`src/rtl/sequence_display_pkg.sv`:
```
// Shared types and defaults for the PlaySeq sequence display stage.
package sequence_display_pkg;

    typedef enum logic [2:0] {
        IDLE,
        FETCH,
        LOAD,
        SHOW,
        GAP,
        DONE
    } state_t;

    localparam int DEFAULT_ADDR_W = 4;
    localparam int DEFAULT_DATA_W = 4;

    // Counter must reach max(on,off)-1; never narrower than one bit.
    function automatic int tick_width(input int on_ticks, input int off_ticks);
        int longest;
        longest = (on_ticks > off_ticks) ? on_ticks : off_ticks;
        return (longest <= 2) ? 1 : $clog2(longest);
    endfunction

endpackage

```
`src/rtl/sequence_display_tick_counter.sv`:
```
// Free-running tick counter with synchronous clear and a runtime terminal-count compare.
module tick_counter #(
    parameter int WIDTH = 1
) (
    input  logic             clock,
    input  logic             reset_n,
    input  logic             clear,
    input  logic             enable,
    input  logic [WIDTH-1:0] terminal,
    output logic             at_terminal
);

    logic [WIDTH-1:0] count;

    always_ff @(posedge clock or negedge reset_n) begin
        if (!reset_n) begin
            count <= '0;
        end else if (clear) begin
            count <= '0;
        end else if (enable) begin
            count <= count + WIDTH'(1);
        end
    end

    assign at_terminal = (count == terminal);

endmodule

```
`src/rtl/sequence_display.sv`:
```
// Walks the sequence ROM from 0 to a sampled limit and shows each value on the LEDs.
// Optional blank gap between values is enabled with `define SEQUENCE_DISPLAY_GAP_EN.
module sequence_display
    import sequence_display_pkg::*;
#(
    parameter int ON_TICKS  = 4,
    parameter int OFF_TICKS = 2,
    parameter int ADDR_W    = DEFAULT_ADDR_W,
    parameter int DATA_W    = DEFAULT_DATA_W
) (
    input  logic              clock,
    input  logic              reset_n,
    input  logic              start,
    input  logic [ADDR_W-1:0] limit,
    input  logic [DATA_W-1:0] rom_data,
    output logic [ADDR_W-1:0] rom_addr,
    output logic [DATA_W-1:0] leds,
    output logic              busy,
    output logic              done
);

    localparam int CNT_W = tick_width(ON_TICKS, OFF_TICKS);
    localparam logic [CNT_W-1:0] ON_LAST = CNT_W'(ON_TICKS - 1);
`ifdef SEQUENCE_DISPLAY_GAP_EN
    localparam logic [CNT_W-1:0] OFF_LAST = CNT_W'(OFF_TICKS - 1);
`endif

    state_t            state;
    state_t            next_state;
    logic [ADDR_W-1:0] limit_q;
    logic [ADDR_W-1:0] next_limit;
    logic [ADDR_W-1:0] next_addr;
    logic [DATA_W-1:0] next_leds;
    logic              cnt_clear;
    logic              cnt_en;
    logic [CNT_W-1:0]  terminal;
    logic              at_terminal;

    tick_counter #(
        .WIDTH(CNT_W)
    ) u_tick_counter (
        .clock      (clock),
        .reset_n    (reset_n),
        .clear      (cnt_clear),
        .enable     (cnt_en),
        .terminal   (terminal),
        .at_terminal(at_terminal)
    );

    always_ff @(posedge clock or negedge reset_n) begin
        if (!reset_n) begin
            state    <= IDLE;
            rom_addr <= '0;
            leds     <= '0;
            limit_q  <= '0;
        end else begin
            state    <= next_state;
            rom_addr <= next_addr;
            leds     <= next_leds;
            limit_q  <= next_limit;
        end
    end

    always_comb begin
        next_state = state;
        next_addr  = rom_addr;
        next_leds  = leds;
        next_limit = limit_q;
        cnt_clear  = 1'b0;
        cnt_en     = 1'b0;
        terminal   = ON_LAST;

        case (state)
            IDLE: begin
                if (start) begin
                    next_limit = limit;
                    next_addr  = '0;
                    next_state = FETCH;
                end
            end
            FETCH: begin
                next_state = LOAD;
            end
            LOAD: begin
                next_leds  = rom_data;
                cnt_clear  = 1'b1;
                next_state = SHOW;
            end
            SHOW: begin
                cnt_en = 1'b1;
                if (at_terminal) begin
                    cnt_clear = 1'b1;
`ifdef SEQUENCE_DISPLAY_GAP_EN
                    next_leds  = '0;
                    next_state = GAP;
`else
                    // Without a gap the value stays lit until the next one loads.
                    if (rom_addr == limit_q) begin
                        next_leds  = '0;
                        next_state = DONE;
                    end else begin
                        next_addr  = rom_addr + ADDR_W'(1);
                        next_state = FETCH;
                    end
`endif
                end
            end
`ifdef SEQUENCE_DISPLAY_GAP_EN
            GAP: begin
                terminal = OFF_LAST;
                cnt_en   = 1'b1;
                if (at_terminal) begin
                    cnt_clear = 1'b1;
                    if (rom_addr == limit_q) begin
                        next_state = DONE;
                    end else begin
                        next_addr  = rom_addr + ADDR_W'(1);
                        next_state = FETCH;
                    end
                end
            end
`endif
            DONE: begin
                next_leds  = '0;
                next_state = IDLE;
            end
            default: begin
                next_state = IDLE;
            end
        endcase
    end

    assign busy = (state != IDLE);
    assign done = (state == DONE);

endmodule

```
`config.mk`:
```
export PLATFORM = sky130hd
export DESIGN_NAME = sequence_display
export DESIGN_NICKNAME = d
export VERILOG_FILES = /design/src/rtl/sequence_display_pkg.sv /design/src/rtl/sequence_display_tick_counter.sv /design/src/rtl/sequence_display.sv
export SDC_FILE = /design/constraint.sdc
export NUM_CORES = 1
export LEC_CHECK = 0
export CAP_MARGIN = 20
export CORE_UTILIZATION = 36
export DETAILED_ROUTE_END_ITERATION = 10
export PLACE_DENSITY = 0.63
export SYNTH_ARGS = -nofsm -noshare
export SYNTH_HDL_FRONTEND = slang
export SYNTH_SLANG_ARGS = --single-unit
```
`constraint.sdc`:
```
create_clock -name clock -period 2.15 [get_ports clock]
set_input_delay 0.215 -clock clock [delete_from_list [all_inputs] [get_ports clock]]
set_output_delay 0.215 -clock clock [all_outputs]
set_load 0.05 [all_outputs]
```
Yosys cells after proc, flatten, opt, wreduce, memory -nomap -nowiden --
Index checks and enable logic that the tools add are counted.
Operators by class: add/subtract/negate cells 2, equal/unequal tests 10, mux-type cells 16, reduce and logical (&&, ||, !) cells 9
Operators with widths (count):
- 4-bit 2-to-1 mux | 5
- 3-bit case mux with 4 select lines | 1
- 4-bit case mux with 3 select lines | 1
- 3-bit 2-to-1 mux | 3
- 2-bit inequality test (second input constant) | 4
- 4-bit case mux with 2 select lines | 1
- 3-bit by 2-bit == test with 1-bit output (second input constant) | 2
- 3-bit nonzero test | 2
- 4-bit by 1-bit adder with 4-bit output (second input constant) | 1
- 4-bit == test | 1
- 2-bit 2-to-1 mux | 2
- 2-bit AND reduction | 2
- 4-bit AND reduction | 1
- 2-bit nonzero test | 2
- 3-bit by 1-bit == test with 1-bit output (second input constant) | 1
- 3-bit == test (second input constant) | 1
- 3-bit zero test | 1
- 3-bit AND reduction | 1
- 2-bit by 1-bit adder with 2-bit output (second input constant) | 1
- 2-bit == test (second input constant) | 1
- 1-bit 2-to-1 mux | 2
- 1-bit case mux with 2 select lines | 1
Word-level totals: register bits 17, input port bits 11, output and inout port bits 10

Longest topological paths before layout --
word-level depth 4, gate-level depth with buffers 6, depth with buffers taken out 5

Cells and area by module --
Synthesis repeated with hierarchy kept, for this count alone.
Unflattened totals: cells, all modules 78, area total of the unflattened synthesis 850.8 µm²
By module, submodules not included:
- sequence_display | times used 1, cells an instance 68, area each 740.7 µm², seq. area each 375.4 µm²
- tick_counter | times used 1, cells an instance 10, area each 110.1 µm², seq. area each 50.0 µm²

Worst setup path after synthesis --
No wires, ideal clock.
path type reg-to-reg, start register rom_addr[0], end register rom_addr[2], library setup time 85 ps, data arrival time 1723 ps, data required time 2065 ps, setup slack 342 ps, cell stages (with the launch flop) 5, path buffers 0, clock period less this slack 1808 ps, cells stage by stage dfrtp_1 xor2_1 or4_4 nand4_1 mux2i_1
On the way: longest elaborated chain between the ends 4, elaborated cells on any way between the ends 7, those cells by class add/sub (1); eq/ne (2); mux (3); reduce/logical (1)
RTL lines:
- start, declared | RTL line sequence_display.sv:16 | output logic [ADDR_W-1:0] rom_addr,
- start signal, assigned | RTL line sequence_display.sv:58 | rom_addr <= next_addr;
- 4-bit by 1-bit adder with 4-bit output | RTL line sequence_display.sv:102 | next_addr = rom_addr + ADDR_W'(1);
- 4-bit 2-to-1 mux | RTL line sequence_display.sv:98 | if (rom_addr == limit_q) begin
- 4-bit 2-to-1 mux | RTL line sequence_display.sv:91 | if (at_terminal) begin
- 4-bit case mux with 2 select lines | RTL line sequence_display.sv:73 | case (state)
Several ways; a longest one is shown, not always the timed one. The select of a mux whose other input is x is not followed. A chain may end at the register's enable or synchronous reset.

Worst setup path in the final report --
start register state[1], end output done
On the way: longest elaborated chain between the ends 1
RTL lines:
- start, declared | RTL line sequence_display.sv:28 | state_t state;
- start signal, assigned | RTL line sequence_display.sv:57 | state <= next_state;
- 3-bit == test | RTL line sequence_display.sv:134 | assign done = (state == DONE);
- end, declared | RTL line sequence_display.sv:19 | output logic done
No other way between the ends.

==> run summary <==
The overall routing resource usage came out at 14.96%. The number of synthesized flops with an enable pin is 0. The global-route wire length before repair is 2766 um. The number of DRC violations after detailed-routing iteration 0 is 13.

The total number of nets in the final design is 116. The run finished with clean final reports. The clock latency of the later-clocked register in the worst-skew pair came out at 0.29 ns. The number of endpoints with negative hold slack in the final report came out at 0.

Detailed routing inserted a total of 678 vias. The number of nets in the synthesized netlist is 91. Along the worst path, the maximum fanout reaches 6.

The pin count of the biggest net entering global routing is 18. Across the routed clock network, the largest skew measured is 0.004692 ns. The tree is rooted in a sky130_fd_sc_hd__clkbuf_4. In the routed design, unresolved DRC markers number 0. The number of I/O port buffers came out at 20. In this run the cell area of the synthesized design comes to 847.1 um^2. The synthesized area per cell came out at 10.86 um^2. The initial utilization of the core area, before any placement, comes to 38.29%. The buffer count from post-CTS setup fixing came out at 0. After floorplanning, the core was sized to cover 2212 um^2. The area fraction in and, or, nand and nor cells after synthesis came out at 15.66%.

The timing startpoint of the critical path is state[1]. The sum of negative setup slack came out at 0 ns. The overall power after layout came out at 0.001815 W.

The final instance count without filler cells is 130. The power per unit of standard cell area is 1630 nW/um^2. The top flip-flop cell by instance count after synthesis is sky130_fd_sc_hd__dfrtp_1. The largest buffer count on any clock path came out at 2.

The top cell types in the final layout, fill and taps aside, are 20 x sky130_fd_sc_hd__clkdlybuf4s50_1, 17 x sky130_fd_sc_hd__dfrtp_1, 7 x sky130_fd_sc_hd__nand2_1, 6 x sky130_fd_sc_hd__o21ai_0, 5 x sky130_fd_sc_hd__mux2_2. The peak per-stage delay on the critical path is 0.80 ns. The worst endpoint required time is 1.93 ns. By area, the combinational part of the netlist is dominated by compound AO/OA/AOI/OAI gates. For this run, asynchronously set or reset flops after synthesis account for 100.0%. The number of placement rows came out at 17. The depth of the most critical reg-to-reg path is 4. The slack of the worst reg-to-reg path came out at 0.53 ns.

Setup violations remaining at the end of the flow were counted as 0. The clock slew seen by the registers of the worst setup and hold paths is 0.10 ns. The leakage power figure came out at 0.5069 nW. The count of clock tree sinks is 17. Data on the critical path arrives at its endpoint at 1.77 ns. The register bit total from synthesis came out at 17. The number of buffers and inverters on the critical path is 1. The element type at the critical path end is an output pin.

The final period utilization came out at 92.45%. The total CTS buffers came out at 3. After filler insertion, the fill cell instance count of the layout stands at 219. The post-cts gate resize count is 0. The placer congestion estimate is 0.7736. The number of placed instances with taps included came out at 126. In this design, the largest share of critical-path delay is due to buffers and inverters. The post-synthesis instance total is 78. The reported max-cap violation count is 0.

After Yosys synthesis, XOR and XNOR cells account for 4.136% of the synthesized area. The total wirelength of the detailed-routed design is 1680 um. The growth of design area from synthesis to finish came out at 31.46%.

The die extent in y is 50.51 um. The critical path's slowest cell is sky130_fd_sc_hd__clkdlybuf4s50_1. The critical path crosses 2 cells after its start point. Using the TritonRoute via totals, the vias-per-cell ratio works out to 5.215. The count of H-tree levels built during CTS is 1. The initial antenna violation count came out at 0. The number of antenna-violating nets in the routed design is 0. The tightest slew margin relative to the limit came out at 66.58%.

The worst setup slack after layout came out at 0.1622 ns. The distinct cell type count after synthesis came out at 28. The number of iterations in the first detailed-routing pass came out at 4. Cells with a size suffix above 1 make up 13.73% of the layout. The signal on the critical path passes through and3b_1, clkdlybuf4s50_1. The number of global-route vias before repair came out at 659. The chip width is 50.51 um. The global route total overflow is 0. The worst hold path belongs to the class in -> async. The top-level port count came out at 21.

The max-slew violation count came out at 0. The compound-gate portion of the synthesized area is 15.81%. The worst register-to-register path ends at rom_addr[1].

The worst register-to-register path begins at rom_addr[0]. The worst-case IR drop observed on VDD is 698.8 uV. Leaving out fill and tap cells, the most frequent cell in the layout is sky130_fd_sc_hd__clkdlybuf4s50_1.

The number of buffers inserted by hold repair at cts is 0. The utilization after layout came out at 50.34%. The most critical setup path has its endpoint at done.

The final critical-path required period is 1.988 ns. Based on the critical path, the design can be clocked at up to 503.1 MHz. At the pin with the least slew margin, the transition time is 0.4997 ns.

The synthesis warning total came out at 0. The HPWL after detailed placement is 1286 um. The post-synthesis mux area share came out at 9.010%. The type of the worst setup path is reg -> out.

Setup repair after global routing left no endpoint under its margin. Sequential cells were found to cover 50.22% of the synthesized design area. The average wire per standard cell is 12.92 um. Timing analysis after detailed placement gives a worst setup slack of 0.4892 ns.

TritonCTS built the clock tree. After Yosys synthesis, full adders, half adders and majority gates account for 2.954% of the synthesized area. The die area is 2551 um^2.

The antenna cell count is 0. STA classifies the critical path startpoint as a register.
-- how the worst min path moves through the flow --
stage	to	slack (ns)	depth (start not counted)
3_5_place_dp	u_tick_counter.count[1]	0.50	1
4_1_cts	state[2]	0.22	2
2_1_floorplan	leds[0]	-0.08	0
6_report	state[2]	0.23	2
3_3_place_gp	u_tick_counter.count[1]	0.49	1
5_1_grt	limit_q[1]	0.25	2
-- power breakdown --
| group | switching [W] | total [W] | internal (W) |
|---|---|---|---|
| registers | 0.000143 | 0.000615 | 0.000472 |
| clock network | 0.000105 | 0.000174 | 0.0000693 |
| logic | 0.000605 | 0.00103 | 0.000421 |
| total | 0.000853 | 0.00182 | 0.000963 |
-- worst register-to-register path, cell delays in order, from the launching register on --
cell,delay (ns)
sky130_fd_sc_hd__dfrtp_1,0.47
sky130_fd_sc_hd__xor2_1,0.20
sky130_fd_sc_hd__or4_4,0.56
sky130_fd_sc_hd__a21boi_4,0.17
sky130_fd_sc_hd__a22o_1,0.16
-- cells in the mapped netlist, types with 2 or more instances --
master | number | area (um^2)
sky130_fd_sc_hd__dfrtp_1 | 17 | 425.4
sky130_fd_sc_hd__nand2_1 | 7 | 26.28
sky130_fd_sc_hd__o21ai_0 | 6 | 30.03
sky130_fd_sc_hd__mux2_2 | 5 | 56.30
sky130_fd_sc_hd__a22o_1 | 4 | 35.03
sky130_fd_sc_hd__a22oi_1 | 4 | 30.03
sky130_fd_sc_hd__inv_1 | 4 | 15.01
sky130_fd_sc_hd__nor2_1 | 4 | 15.01
sky130_fd_sc_hd__xor2_1 | 4 | 35.03
sky130_fd_sc_hd__ha_1 | 2 | 25.02
sky130_fd_sc_hd__mux2i_1 | 2 | 20.02
sky130_fd_sc_hd__nand4_1 | 2 | 12.51
sky130_fd_sc_hd__nor3_1 | 2 | 10.01
-- per-layer routing --
metal / routed length [um] / vias to the layer above / global-route usage, %
li1: - / 333 / -
met1: 746 / 323 / 17.12
met2: 833 / 20 / 25.56
met3: 81 / 2 / 2.727
met4: 19 / 0 / 9.259
met5: 0 / - / 0
-- logic make-up after synthesis --
family	after synthesis
adders and majority gates	2
and+or+nand+nor	25
muxes	7
AOI/OAI and AO/OA	18
buffers and inverters	5
xor gates and xnor gates	4
DFF	17
-- through the flow --
stage	instance area [um^2]	hold slack, ns
floorplan	847.1	-0.08059
global placement	1086	0.4926
detailed placement	1086	0.5046
CTS	1114	0.2238
global route	1114	0.2451
finish	1114	0.2296
-- area by class of cell --
type                       count  area (um^2)  area share (%)
clock buffer                   3        22.52           2.022
sequential                    17        425.4           38.20
inverter                       4        15.01           1.348
timing repair buffer          21        207.7           18.65
tap                           28        35.03           3.146
clock inverter                 1        5.005          0.4494
multi-input combinational     56        402.9           36.18
-- flip-flops by register name (all words and copies together), names as in the netlist --
signal	flops
u_tick_counter.count	2
state	3
leds	4
rom_addr	4
limit_q	4
Power figures use the tool's default switching activity.
